==> src/rtl/hilo_pkg.sv <==
// Shared types and defaults for the HI/LO commit pipeline.
// Stage entries carry MAX_WIDTH data; the top slices to WIDTH.
package hilo_pkg;

    localparam int DEF_WIDTH = 32;
    localparam int DEF_DEPTH = 3;
    localparam int MAX_WIDTH = 64;

    typedef struct packed {
        logic                 hi_v;
        logic [MAX_WIDTH-1:0] hi_d;
        logic                 lo_v;
        logic [MAX_WIDTH-1:0] lo_d;
    } hilo_entry_t;

    function automatic hilo_entry_t kill(input hilo_entry_t e);
        hilo_entry_t r;
        r      = e;
        r.hi_v = 1'b0;
        r.lo_v = 1'b0;
        return r;
    endfunction

endpackage

==> src/rtl/hilo_stage.sv <==
// One HI/LO pipeline slot: load on advance, hold on stall,
// drop both valid bits on flush.
module hilo_stage
    import hilo_pkg::*;
(
    input  logic        clk,
    input  logic        rst,
    input  logic        load,
    input  logic        clear,
    input  hilo_entry_t d,
    output hilo_entry_t q
);

    always_ff @(posedge clk or posedge rst) begin
        if (rst) begin
            q <= '0;
        end else if (clear) begin
            q <= kill(q);
        end else if (load) begin
            q <= d;
        end
    end

endmodule

==> src/rtl/hilo_pipe.sv <==
// HI/LO register file with a DEPTH-edge commit latency,
// stall/flush control and optional youngest-write forwarding.
module hilo_pipe
    import hilo_pkg::*;
#(
    parameter int WIDTH  = DEF_WIDTH,
    parameter int DEPTH  = DEF_DEPTH,
    parameter bit FWD_EN = 1'b1
) (
    input  logic             clk,
    input  logic             rst,
    input  logic             stall,
    input  logic             flush,
    input  logic             hi_we,
    input  logic             lo_we,
    input  logic [WIDTH-1:0] hi_i,
    input  logic [WIDTH-1:0] lo_i,
    output logic [WIDTH-1:0] hi_o,
    output logic [WIDTH-1:0] lo_o,
    output logic [WIDTH-1:0] hi_arch_o,
    output logic [WIDTH-1:0] lo_arch_o,
    output logic             busy
);

    localparam int NST = (DEPTH > 1) ? DEPTH - 1 : 1;

    logic                 advance;
    hilo_entry_t          in_e;
    hilo_entry_t          cm;
    hilo_entry_t          stg [NST];
    logic [MAX_WIDTH-1:0] hi_arch;
    logic [MAX_WIDTH-1:0] lo_arch;
    logic [MAX_WIDTH-1:0] hi_fwd;
    logic [MAX_WIDTH-1:0] lo_fwd;
    logic                 busy_any;

    assign advance = !stall && !flush;

    always_comb begin
        in_e      = '0;
        in_e.hi_v = hi_we;
        in_e.hi_d = MAX_WIDTH'(hi_i);
        in_e.lo_v = lo_we;
        in_e.lo_d = MAX_WIDTH'(lo_i);
    end

    // stg[0] is p[1] (youngest); stg[NST-1] feeds the commit
    generate
        if (DEPTH > 1) begin : g_pipe
            for (genvar k = 0; k < NST; k++) begin : g_stg
                hilo_entry_t d;
                if (k == 0) begin : g_head
                    assign d = in_e;
                end else begin : g_tail
                    assign d = stg[k-1];
                end
                hilo_stage u_stage (
                    .clk   (clk),
                    .rst   (rst),
                    .load  (advance),
                    .clear (flush),
                    .d     (d),
                    .q     (stg[k])
                );
            end
            assign cm = stg[NST-1];
        end else begin : g_none
            assign stg[0] = '0;
            assign cm     = in_e;
        end
    endgenerate

    always_ff @(posedge clk or posedge rst) begin
        if (rst) begin
            hi_arch <= '0;
            lo_arch <= '0;
        end else if (advance) begin
            if (cm.hi_v) hi_arch <= cm.hi_d;
            if (cm.lo_v) lo_arch <= cm.lo_d;
        end
    end

    // walk oldest to youngest so the youngest valid half wins
    always_comb begin
        hi_fwd   = hi_arch;
        lo_fwd   = lo_arch;
        busy_any = 1'b0;
        for (int k = NST - 1; k >= 0; k--) begin
            if (stg[k].hi_v) hi_fwd = stg[k].hi_d;
            if (stg[k].lo_v) lo_fwd = stg[k].lo_d;
            busy_any = busy_any | stg[k].hi_v | stg[k].lo_v;
        end
        if (!FWD_EN) begin
            hi_fwd = hi_arch;
            lo_fwd = lo_arch;
        end
    end

    assign hi_o      = hi_fwd[WIDTH-1:0];
    assign lo_o      = lo_fwd[WIDTH-1:0];
    assign hi_arch_o = hi_arch[WIDTH-1:0];
    assign lo_arch_o = lo_arch[WIDTH-1:0];
    assign busy      = busy_any;

    logic unused_hi_bits;
    assign unused_hi_bits = ^{hi_fwd, lo_fwd, hi_arch, lo_arch};

endmodule

==> config.mk <==
export PLATFORM = sky130hd
export DESIGN_NAME = hilo_pipe
export DESIGN_NICKNAME = d
export VERILOG_FILES = /design/src/rtl/hilo_pkg.sv /design/src/rtl/hilo_stage.sv /design/src/rtl/hilo_pipe.sv
export SDC_FILE = /design/constraint.sdc
export NUM_CORES = 1
export LEC_CHECK = 0
export BUFFER_PORTS_ARGS = -buffer_cell sky130_fd_sc_hd__buf_2
export CORE_ASPECT_RATIO = 1.5
export CORE_MARGIN = 4
export CORE_UTILIZATION = 25
export DETAILED_ROUTE_END_ITERATION = 6
export PLACE_DENSITY = 0.51
export SETUP_SLACK_MARGIN = 0.2
export SYNTH_ARGS = -nofsm -noshare
export SYNTH_HDL_FRONTEND = slang
export SYNTH_SLANG_ARGS = --single-unit
==> constraint.sdc <==
create_clock -name clk -period 8.8 [get_ports clk]
set_clock_uncertainty 0.1 [all_clocks]
set_input_delay 1.76 -clock clk [delete_from_list [all_inputs] [get_ports clk]]
set_output_delay 1.76 -clock clk [all_outputs]
set_load 0.02 [all_outputs]
==> out/summary.md <==
The total of cells resized after clock tree synthesis is 0. The flow ran to the end, and the final reports show no timing, DRC or antenna violations. In this run the most critical hold path is launched from g_pipe.g_stg[1].u_stage.q[20]. The run gives 5545 as the total number of vias. The repair_antennas step left the layout with diodes totalling 0. Sorting the synthesized cells by how often they occur yields dfrtp_1 (196), mux2_2 (187), mux2i_1 (68), nand2_1 (64), o21ai_0 (64).

The cell count of the worst hold path came out at 1. The critical path startpoint category is a flop. The number of design-rule violations left by the first detailed-router iteration is 206, and the final routed wire length divided by cell count is 17.0 um. The post-synth net total is 707, and the initial antenna violation count is 2.

Data on the critical path is required at its endpoint by 6.94 ns. CTS saw 196 sinks. The first global-routing pass estimated 34000 um of wire.

The xor/xnor cell area share of the yosys netlist came out at 0. The final layout contains routed wiring with a total length of 21300 um. The final cycle utilization of the critical path was 0.474; the top-level port count was 199.

For this run, the top clock speed supported by timing is 240 MHz. The logs give 4 for the first-pass iteration count of the detailed router and 0.309 for the final core utilization. The core box area was 34300 um2. In the post-route analysis, the smallest setup slack over all paths is 4.63 ns.

The run gives 0.115 as the combined global-route utilization of all metal layers. Setup violations remaining at the end of the flow were counted as 0. Kind of critical path: flop to output port.

The setup slack of the most critical reg-to-reg path is 6.71 ns. The startpoint identified for the worst register-to-register timing path is g_pipe.g_stg[1].u_stage.q[129]. The worst-case setup slack after placement was 4.48 ns; the fraction of power spent switching nets was 0.331. The tools report the number of buffers added for setup after CTS as 0. Synthesis produced 637 cells. The pin count of the biggest net entering global routing was 88. dfrtp_1 is the most common cell in the netlist.

The yosys synthesis warning count is 0. Setup repair after global routing left no endpoint under its margin. The fraction of registers with async set/reset was 1.00; the worst vdd rail ir drop was 0.119 mV. The internal portion of the total power is 0.00189 W. The adder and majority cell fraction of the synthesized area is 0. For this run, the post-layout net count is 890. The post-DP HPWL is 14300 um.

The run gives 0 as the overflow left after global routing. For the worst-skew pair, the clock arrives at the later sink with an insertion delay of 0.44 ns. The worst-path maximum fanout came out at 18.

Max-cap violations in this run came to 0. In this run the worst hold path is classified as flop to flop. The analysis attributes to net switching a power of 0.000933 W. TritonCTS built the clock tree. The synthesis-to-finish area growth is 21.8%. For the unique cell type count in the Yosys netlist, the log shows 14.

The share of synthesized area occupied by flip-flops and latches came out at 0.563. Time the worst path needs with I/O delays and setup: 4.17 ns. The worst setup path is captured at an output port.

Summed over all cells, the static leakage comes to 4.73 nW. Adding up every negative setup slack in the final design gives 0 ns. Number of global-route vias before repair: 5876. The run gives 37900 um2 as the floorplan die area.

The proportion of synthesized area in mux cells was 0.327. Using the TritonRoute via totals, the vias-per-cell ratio works out to 4.41. The number of DRC violations after detailed routing was 0; the worst slew margin relative to its limit was 0.373.

In this run, synthesis produced a sequential element count of 196. In this run the vertical extent of the chip is 237 um. The transition at the pin with the smallest max-transition slack came out at 0.940 ns. By area, the combinational part of the netlist is dominated by multiplexers. The average instance in the mapped netlist occupies 13.7 um2. The logs give 0 for the post-cts hold buffer count and 0 for the number of nets with antenna violations after detailed routing. The relative contribution of combinational cells to total power was 0.267; the clock slew seen by the registers of the worst setup and hold paths was 0.07 ns.

The synthesized design contains 0 enable-type register cells. The final count of hold timing violations was 0; the simple-gate portion of the synthesized area was 0.0349. The tools report the share of total power in the clock network as 0.289.

The compound-gate portion of the synthesized area was 0.0368; the number of cell rows was 83. The final max-slew violation count was 0. Routability-driven placement finished with a final weighted congestion of 0.698. Leading register cell type out of synthesis: dfrtp_1. At the worst endpoint, the arrival time is 2.31 ns. The number of clock buffers added by TritonCTS is 17. End of the worst register-to-register path: hi_arch[25]. The total number of H-tree levels is 4. For this design the ratio of total power to cell area is 266 nW/um2. The relative contribution of sequential cells to total power is 0.444.

The worst hold path terminates at lo_arch[20]. The tools report the effective utilization at floorplan as 0.254. The share of final-layout standard cells stronger than drive strength 1 was 0.520. Input and output buffers added on the ports amount to 198. Yosys attributes the largest share of cell area to dfrtp_1 (56%), mux2_2 (24%), mux2i_1 (7.8%). Area share of the largest cell type after synthesis: 0.563. The run gives 2 as the maximum count of clock buffers along a single path. The tree is rooted in a clkbuf_16. The mapped netlist covers 8710 um2. Die width: 160 um. Summed over all instances, the cell type with the most area after synthesis is dfrtp_1.

The logic depth of the worst register-to-register path was 3.
## worst max path at each step
stage | slack (ns) | end | cells after the start | startpoint
floorplan | 1.60 | g_pipe.g_stg[0].u_stage.q[0] | 1 | rst
global placement | 4.50 | g_pipe.g_stg[1].u_stage.q[21] | 5 | flush
detailed placement | 4.48 | g_pipe.g_stg[1].u_stage.q[27] | 5 | flush
CTS | 4.52 | lo_o[7] | 4 | g_pipe.g_stg[1].u_stage.q[64]
global route | 4.48 | hi_o[27] | 4 | g_pipe.g_stg[1].u_stage.q[129]
finish | 4.63 | hi_o[27] | 4 | g_pipe.g_stg[1].u_stage.q[129]
## sequential cells by signal, summed over array words and instances, names as in the netlist
name                    cells
hi_arch                    32
g_pipe.g_stg.u_stage.q    132
lo_arch                    32
## power groups by stage
stage               Clock [W]  Combinational [W]  Sequential (W)
floorplan                   0           0.000421         0.00133
global placement            0           0.000764         0.00127
detailed placement          0           0.000771         0.00127
CTS                  0.000855           0.000773         0.00126
global route         0.000891           0.000820         0.00129
finish               0.000817           0.000754         0.00125
## routing by layer
metal  GRT usage  vias up  wire (um)
met1       0.134     2778       8780
li1            -     2619          -
met2       0.201      119      11100
met4      0.0477        2        549
met5           0        -         13
met3      0.0308       27        879
## cell usage in the layout (no fill, tap or decap), drive strengths merged, types with 2 or more instances in the layout
cell,n
bufinv,3
clkinv,3
dfrtp,196
mux2i,68
nor3b,2
inv,3
mux2,192
clkinvlp,3
nand2,64
o21ai,64
buf,208
nor2,5
clkbuf,21
## metrics by stage
stage | cell area [um2] | cells | hold slack (ns) | total power (W)
detailed placement | 9990 | 1226 | 0.404 | 0.00204
finish | 10600 | 1258 | 0.413 | 0.00282
CTS | 10600 | 1258 | 0.416 | 0.00288
global route | 10600 | 1258 | 0.442 | 0.00300
global placement | 9990 | 1226 | 0.399 | 0.00203
floorplan | 8710 | 637 | 0.383 | 0.00175
## cells by family after synthesis
kind of cell / Yosys count
AOI/OAI and AO/OA: 64
muxes: 260
DFF: 196
and+or+nand+nor: 72
buffers and inverters: 45
## worst max-delay path, stage by stage, from the launching register on
cell and delay [ns]:
dfrtp_2 0.72, buf_4 0.46, mux2i_1 0.12, o21ai_0 0.30, buf_2 0.23
## cell type report
type	instances	area [um2]
well taps	425	532
clock inverters	11	149
fillers	3566	23700
multi-input cells	396	3470
repair buffers	208	1070
flip-flops and latches	196	4910
clock buffers	21	460
inverters	1	11.3
Power figures use the tool's default switching activity.
